--- src/rtl/mdio_pkg.sv ---
// Shared types and constants for the emulated Clause-22 MDIO PHY responder.
package mdio_pkg;

  typedef enum logic [2:0] {
    S_IDLE  = 3'd0,
    S_ST    = 3'd1,
    S_OP    = 3'd2,
    S_PHYAD = 3'd3,
    S_REGAD = 3'd4,
    S_TA    = 3'd5,
    S_DATA  = 3'd6
  } mdio_state_t;

  localparam logic [1:0] OP_READ  = 2'b10;
  localparam logic [1:0] OP_WRITE = 2'b01;

  localparam logic [4:0] REG_BMCR   = 5'd0;
  localparam logic [4:0] REG_BMSR   = 5'd1;
  localparam logic [4:0] REG_PHYID1 = 5'd2;
  localparam logic [4:0] REG_PHYID2 = 5'd3;
  localparam logic [4:0] REG_ANAR   = 5'd4;

  localparam logic [15:0] BMCR_RST  = 16'h1140;
  localparam logic [15:0] ANAR_RST  = 16'h01E1;
  localparam logic [15:0] BMSR_BASE = 16'h7809;

endpackage

--- src/rtl/stolen_cdc_array_single.sv ---
// Two-flop synchronizer for a small bundle of independent async single-bit signals.
module stolen_cdc_array_single #(
  parameter int WIDTH = 2
) (
  input  logic             clk,
  input  logic             rst,
  input  logic [WIDTH-1:0] d,
  output logic [WIDTH-1:0] q
);

  logic [WIDTH-1:0] meta;

  // Two back-to-back register stages into the clk domain.
  always_ff @(posedge clk or posedge rst) begin
    if (rst) begin
      meta <= '0;
      q    <= '0;
    end else begin
      meta <= d;
      q    <= meta;
    end
  end

endmodule

--- src/rtl/mdio_phy_responder.sv ---
// Clause-22 MDIO PHY-side responder: oversamples MDC/MDIO, decodes frames
// addressed to PHY_ADDR and serves BMCR/BMSR/PHYID1/PHYID2/ANAR.
module mdio_phy_responder
  import mdio_pkg::*;
#(
  parameter logic [4:0]  PHY_ADDR     = 5'd1,
  parameter logic [15:0] PHY_ID1      = 16'h2000,
  parameter logic [15:0] PHY_ID2      = 16'h5C90,
  parameter int          PREAMBLE_MIN = 32
) (
  input  logic        aclk,
  input  logic        areset,
  input  logic        mdc,
  input  logic        md_i,
  output logic        md_o,
  output logic        md_t,
  input  logic        link_up,
  output logic [15:0] bmcr,
  output logic        soft_reset
);

  localparam logic [5:0] PRE_MIN = 6'(PREAMBLE_MIN);

  logic [1:0]  sync_q;
  logic        mdc_s, md_s, mdc_q, rise;
  mdio_state_t state;
  logic [5:0]  pre_cnt;
  logic [4:0]  bit_cnt;
  logic [15:0] shreg;
  logic [4:0]  regad;
  logic        is_read, match;
  logic [15:0] anar;
  logic [4:0]  regad_in;
  logic [15:0] wr_data;
  logic [15:0] rd_mux;

  // MDC and MDIO share one synchronizer so they stay aligned to each other.
  stolen_cdc_array_single #(.WIDTH(2)) u_sync (
    .clk (aclk),
    .rst (areset),
    .d   ({mdc, md_i}),
    .q   (sync_q)
  );

  assign mdc_s = sync_q[1];
  assign md_s  = sync_q[0];
  assign rise  = mdc_s & ~mdc_q;

  // Register address and write word as they look including the bit being sampled now.
  assign regad_in = {shreg[3:0], md_s};
  assign wr_data  = {shreg[14:0], md_s};

  // Delayed synchronized MDC for rising-edge detection.
  always_ff @(posedge aclk or posedge areset) begin
    if (areset) mdc_q <= 1'b0;
    else        mdc_q <= mdc_s;
  end

  // Register file read port, evaluated at the rise closing REGAD.
  always_comb begin
    rd_mux = '0;
    case (regad_in)
      REG_BMCR:   rd_mux = bmcr;
      REG_BMSR:   rd_mux = BMSR_BASE | {13'd0, link_up, 2'd0};
      REG_PHYID1: rd_mux = PHY_ID1;
      REG_PHYID2: rd_mux = PHY_ID2;
      REG_ANAR:   rd_mux = anar;
      default:    rd_mux = '0;
    endcase
  end

  // Frame decoder, register file and MDIO drive, all advanced once per MDC rise.
  always_ff @(posedge aclk or posedge areset) begin
    if (areset) begin
      state      <= S_IDLE;
      pre_cnt    <= '0;
      bit_cnt    <= '0;
      shreg      <= '0;
      regad      <= '0;
      is_read    <= 1'b0;
      match      <= 1'b0;
      md_o       <= 1'b0;
      md_t       <= 1'b1;
      soft_reset <= 1'b0;
      bmcr       <= BMCR_RST;
      anar       <= ANAR_RST;
    end else begin
      soft_reset <= 1'b0;
      if (rise) begin
        case (state)
          S_IDLE: begin
            if (md_s) begin
              if (pre_cnt != 6'h3F) pre_cnt <= pre_cnt + 6'd1;
            end else begin
              // A 0 after a long enough run of 1s is the first ST bit.
              if (pre_cnt >= PRE_MIN) state <= S_ST;
              pre_cnt <= '0;
            end
          end
          S_ST: begin
            bit_cnt <= '0;
            state   <= md_s ? S_OP : S_IDLE;
          end
          S_OP: begin
            shreg <= wr_data;
            if (bit_cnt == 5'd0) begin
              bit_cnt <= 5'd1;
            end else begin
              bit_cnt <= '0;
              if ({shreg[0], md_s} == OP_READ) begin
                is_read <= 1'b1;
                state   <= S_PHYAD;
              end else if ({shreg[0], md_s} == OP_WRITE) begin
                is_read <= 1'b0;
                state   <= S_PHYAD;
              end else begin
                state <= S_IDLE;
              end
            end
          end
          S_PHYAD: begin
            shreg <= wr_data;
            if (bit_cnt == 5'd4) begin
              match   <= (regad_in == PHY_ADDR);
              bit_cnt <= '0;
              state   <= S_REGAD;
            end else begin
              bit_cnt <= bit_cnt + 5'd1;
            end
          end
          S_REGAD: begin
            if (bit_cnt == 5'd4) begin
              regad   <= regad_in;
              // Read data is snapshotted here; later writes don't disturb the frame.
              shreg   <= is_read ? rd_mux : wr_data;
              bit_cnt <= '0;
              state   <= S_TA;
            end else begin
              shreg   <= wr_data;
              bit_cnt <= bit_cnt + 5'd1;
            end
          end
          S_TA: begin
            if (is_read) begin
              if (bit_cnt == 5'd0) begin
                // Station released the line for TA bit 1; we drive the 0 of TA bit 2.
                if (match) begin
                  md_t <= 1'b0;
                  md_o <= 1'b0;
                end
                bit_cnt <= 5'd1;
              end else begin
                if (match) md_o <= shreg[15];
                shreg   <= {shreg[14:0], 1'b0};
                bit_cnt <= '0;
                state   <= S_DATA;
              end
            end else begin
              shreg <= wr_data;
              if (bit_cnt == 5'd0) begin
                bit_cnt <= 5'd1;
              end else begin
                bit_cnt <= '0;
                state   <= ({shreg[0], md_s} == 2'b10) ? S_DATA : S_IDLE;
              end
            end
          end
          S_DATA: begin
            if (is_read) begin
              if (bit_cnt == 5'd15) begin
                md_t  <= 1'b1;
                md_o  <= 1'b0;
                state <= S_IDLE;
              end else begin
                if (match) md_o <= shreg[15];
                shreg   <= {shreg[14:0], 1'b0};
                bit_cnt <= bit_cnt + 5'd1;
              end
            end else begin
              shreg <= wr_data;
              if (bit_cnt == 5'd15) begin
                state <= S_IDLE;
                if (match) begin
                  case (regad)
                    REG_BMCR: begin
                      if (wr_data[15]) begin
                        bmcr       <= BMCR_RST;
                        anar       <= ANAR_RST;
                        soft_reset <= 1'b1;
                      end else begin
                        bmcr <= {1'b0, wr_data[14:0]};
                      end
                    end
                    REG_ANAR: anar <= wr_data;
                    default:  ;
                  endcase
                end
              end else begin
                bit_cnt <= bit_cnt + 5'd1;
              end
            end
          end
          default: state <= S_IDLE;
        endcase
      end
    end
  end

endmodule

--- config.mk ---
export PLATFORM = sky130hd
export DESIGN_NAME = mdio_phy_responder
export DESIGN_NICKNAME = d
export VERILOG_FILES = /design/src/rtl/mdio_pkg.sv /design/src/rtl/stolen_cdc_array_single.sv /design/src/rtl/mdio_phy_responder.sv
export SDC_FILE = /design/constraint.sdc
export NUM_CORES = 1
export LEC_CHECK = 0
export CAP_MARGIN = 20
export CORE_ASPECT_RATIO = 1.2
export CORE_MARGIN = 3
export CORE_UTILIZATION = 51
export DETAILED_ROUTE_END_ITERATION = 16
export GPL_TIMING_DRIVEN = 1
export HOLD_SLACK_MARGIN = 0.15
export PLACE_DENSITY = 0.7
export SLEW_MARGIN = 20
export SYNTH_ARGS = -nofsm -noshare
export SYNTH_HDL_FRONTEND = slang
export SYNTH_HIERARCHICAL = 1
export SYNTH_SLANG_ARGS = --single-unit
--- constraint.sdc ---
create_clock -name aclk -period 6.77 [get_ports aclk]
set_input_delay 1.0155 -clock aclk [delete_from_list [all_inputs] [get_ports aclk]]
set_output_delay 1.0155 -clock aclk [all_outputs]
set_load 0.02 [all_outputs]
Yosys cells after proc, flatten, opt, wreduce, memory -nomap -nowiden
Cells that the tools add are included.

Memories: 0. Bits in registers: 77. Memory bits (writable): 0. Logic and storage cells: 130. Bits in latches: 0. Output and inout port bits: 19. ROM bits: 0.

$add $sub $neg: 2. Divide/modulo/power cells: 0. Multiplexer cells: 52. $mul: 0. Bitwise operators: 4. $lt $le $gt $ge: 1. Reductions and logical operators: 23. Eq/ne operators: 33. Shifts and indexed selects: 0.

Operators with widths (number): $mux W16 (7); $pmux W16 S5 (1); $pmux W16 S4 (1); $pmux W16 S2 (1); $mux W3 (10); $ne A2 B2 Y1 const B (14); $pmux W3 S7 (1); $mux W1 (20); $pmux W5 S4 (1); $eq A5 B3 Y1 const B (3); $logic_not A5 Y1 (3); $mux W15 (1); $reduce_and A7 Y1 (2); $mux W6 (2); $reduce_and A3 Y1 (4); $eq A5 B2 Y1 const B (2); $mux W5 (2); $eq A3 B3 Y1 const B (3); $ne A3 B3 Y1 const B (3); $reduce_and A4 Y1 (2); $reduce_and A8 Y1 (1); $reduce_bool A4 Y1 (2); $add A6 B1 Y6 const B (1); $eq A3 B2 Y1 const B (2); other kinds (17) (26).

Longest topological paths before layout
Depth in word-level cells: 7. Mapped depth: 10.

Hierarchy
The synthesis kept the hierarchy.

By module, submodules not included: mdio_phy_responder (cells an instance 438, area an instance 3808.7 um2, instances 1); stolen_cdc_array_single (cells an instance 5, area an instance 103.8 um2, instances 1).

Worst setup path after synthesis
No wires, ideal clock.

Kind: register to register. Start: reg bit_cnt[0]. End: reg bmcr[10]. Stages on the path, launching flop included: 11. Path buffers: 1. Arrival: 1994 ps. Setup time: 117 ps. Slack: 4659 ps. Required time: 6653 ps. Cell sequence: dfrtp_1 ha_1 inv_1 nor3_1 ha_1 and4b_1 and4b_1 nand3b_1 buf_2 nand2_1 nand2_1.

Word-level cells in the longest chain between the ends: 2.

RTL lines: from (decl) (RTL line mdio_phy_responder.sv:28) `logic [4:0] bit_cnt;`; from (signal assigned) (RTL line mdio_phy_responder.sv:128) `bit_cnt <= bit_cnt + 5'd1;`; from (signal assigned) (RTL line mdio_phy_responder.sv:140) `bit_cnt <= bit_cnt + 5'd1;`; from (signal assigned) (RTL line mdio_phy_responder.sv:177) `bit_cnt <= bit_cnt + 5'd1;`; $eq A5 B4 Y1 (RTL line mdio_phy_responder.sv:181) `if (bit_cnt == 5'd15) begin`; $reduce_and A6 Y1 (no source line); to (signal assigned) (RTL line mdio_phy_responder.sv:191) `bmcr <= {1'b0, wr_data[14:0]};`; to (decl) (RTL line mdio_phy_responder.sv:18) `output logic [15:0] bmcr,`.

Every way passes these cells. A chain may end at the register's enable or synchronous reset.

Final worst setup path
Start: reg bit_cnt[0]. End: reg bmcr[1].

Same word-level chain as after synthesis.

==> out/metrics.cfg <==
[grt]
grtUsageTotal_pct=21.8
grt_start_max_net_pins=73
grt_pass1_wl_um=15200
antenna_found_initial=0
first_global_vias=3040
grt_overflow_total=0

[critical_path]
required_ps=7000
r2r_cells=8
crit_arrival_ps=3420
cp-end-kind=flip-flop
cp_max_fo=19
startpoint_type=flip-flop
crit_type=reg -> reg

[die]
ios=24
start_util_pct=53.2
rows=34
die_w_um=86.0
dieArea_um2=8760
fp.coreArea_um2=7360
die_y_um=102

[route]
first_iter_violations=197
wirelength_um=8970
ant_nets=0
viasPerCell=5.93
route.detailed.drc=0
vias=3232
first_pass_iters=5
wl_per_cell_um=16.5

[logic_synthesis]
yosys_warnings=6
synth_area_leaders=dfrtp_1, nand2_1, dfstp_2
avgSynthCellArea_um2=8.83
synthFlopType=dfrtp_1
synthArstFlopShare_pct=100
syn_nets=457
synth_edf_count=0
synth_top_area_share_pct=42.9
syn_inst=443
synth-seq-cells=76
yosysSeqAreaShare_pct=48.9
syn-cell-area_um2=3910
yosysUniqueCellTypes=53
yosysTopAreaCell=dfrtp_1

[layout]
fin_area_um2=4390
drive_above_1_share_pct=8.35
layout.nets=464
syn2layout_area_growth_pct=12.2
fin_cells=545
fillCellCount=646
diodes=0

[pwr]
finalPower_uw=1110
p_per_area_nw_per_um2=254
p_leak_uw=0.00189
ir_worst_vdd_mv=0.173

[timing]
hold_viol_final=0
holdWs_ps=355
fin_skew_ps=8.80
rsz0062_at_grt=no
setup_viol=0
worst_slew_pin_slew_ps=909
tns_ps=0
period_minus_slack_ps=3180
slew_headroom_pct=39.4
maxSlewViolCount=0
clock.fmax_mhz=314
fin_crit_sh_pct=47.0

[place]
place_congestion=0.878
io_buffers=22
dp_hpwl_um=5880
placed_area_um2=4150
dp.cells=529

[cts]
clkLatencyLatePin_ps=350
htreeDepth=3
cts_root_buf=clkbuf_8
clkTransAtPathRegs_ps=80
cts_max_path_buffers=2
clock_sinks=76
cts-buffers-inserted=9
cts_hold_buf=0
cts_tree=done
cts_resized=0
postCtsSetupRepairBufs=0

[min_path]
hold_path_class=reg -> reg
worstHoldPathCells=0

[run_status]
status=finished, final reports clean

[flow_run]
drv_cap=0

## routing by layer
layer | wire length, um | vias to the layer above | part of all wire [%] | track usage (%)
li1 | - | 1556 | - | -
met1 | 3950 | 1561 | 44 | 29.4
met2 | 4440 | 104 | 49 | 35.1
met3 | 461 | 11 | 5.1 | 4.03
met4 | 123 | 0 | 1.4 | 7.92
met5 | 0 | - | 0 | 0
## report_power, final
| group | switching (uW) | internal [uW] | leakage (uW) | total (uW) |
|---|---|---|---|---|
| clock | 165 | 255 | 0.000117 | 421 |
| combinational | 87.1 | 60.9 | 0.000770 | 148 |
| sequential | 62.2 | 484 | 0.00100 | 546 |
## cells by family (layout without fill, tap and decap cells)
| logic type | Yosys count | in the layout | share of synthesized area, % |
|---|---|---|---|
| buffers and inverters | 45 | 57 | 4.80 |
| XOR/XNOR | 1 | 1 | 0.224 |
| AND/OR/NAND/NOR | 186 | 186 | 23.0 |
| other | 1 | 1 | 0.0958 |
| multiplexers | 12 | 12 | 3.17 |
| flip-flops | 76 | 76 | 48.9 |
| adder cells (fa/ha/maj) | 9 | 9 | 2.88 |
| AO/OA/AOI/OAI | 113 | 113 | 17.0 |
## sequential cells by signal, summed over array words and instances (netlist names)
| signal | cells |
|---|---|
| md_o | 1 |
| u_sync/meta | 2 |
| bmcr | 15 |
| regad | 5 |
| shreg | 16 |
| mdc_q | 1 |
| u_sync/q | 2 |
| anar | 16 |
| md_t | 1 |
| is_read | 1 |
| bit_cnt | 5 |
| state | 3 |
| pre_cnt | 6 |
| match | 1 |
| soft_reset | 1 |
## cells in the mapped netlist, drive strengths merged, types with 2 or more instances
library cell   n
o21ai         38
buf           12
dfstp          9
inv           16
nand4b         2
nor2b          5
a31oi          8
nor3          16
a22oi          8
o22a           5
nor4           2
ha             9
a21oi         36
o22ai          3
o31ai          4
mux2i          9
nand4          3
and4b          2
nand2         77
nor2          33
clkbuf        16
dfrtp         67
nand2b         3
or3            2
nand3         32
mux2           3
## cell usage in the layout, fill, tap and decap left out, drive strengths merged, types with 2 or more instances in the layout
cell type	count
o22a	5
clkbuf	12
dfstp	9
ha	9
nor4	2
mux2i	9
or3	2
nand4b	2
nand3	32
buf	2
nor3	16
a22oi	8
nor2	33
o22ai	3
mux2	3
inv	16
nand2	77
dfrtp	67
nor2b	5
a31oi	8
bufinv	3
a21oi	36
o31ai	4
o21ai	38
nand4	3
clkdlybuf4s50	22
and4b	2
nand2b	3
## worst paths after layout
path	start	endpoint	slack (ps)
min reg2reg	u_sync/meta[1]	u_sync/q[1]	360
min	u_sync/meta[1]	u_sync/q[1]	360
min in group asynchronous	areset	u_sync/meta[0]	890
max	bit_cnt[0]	bmcr[1]	3590
max reg2reg	bit_cnt[0]	bmcr[1]	3590
max in group asynchronous	areset	shreg[1]	4840
## critical path, stage by stage, from the launching register on
cell      delay [ps]
dfrtp_1          410
ha_1             200
inv_1             60
nor3_1           160
ha_1             250
and4b_1          290
and4b_1          540
nand3b_1         690
o31ai_1          460
## area by class of cell
type	instances	area, um^2	area share, %
Clock buffer	12	145	3.31
Clock inverter	4	97.6	2.22
Inverter	17	63.8	1.45
Multi-Input combinational cell	322	1820	41.5
Sequential cell	76	1910	43.6
Tap cell	90	113	2.57
Timing Repair Buffer	24	235	5.36
## through the flow
stage	worst slack, ps	utilization (%)
floorplan	3940	-
global placement	3750	56.3
detailed placement	3610	56.3
CTS	3560	59.6
global route	3370	59.6
finish	3590	59.6
Note: power is estimated with default switching activity, not from simulation.
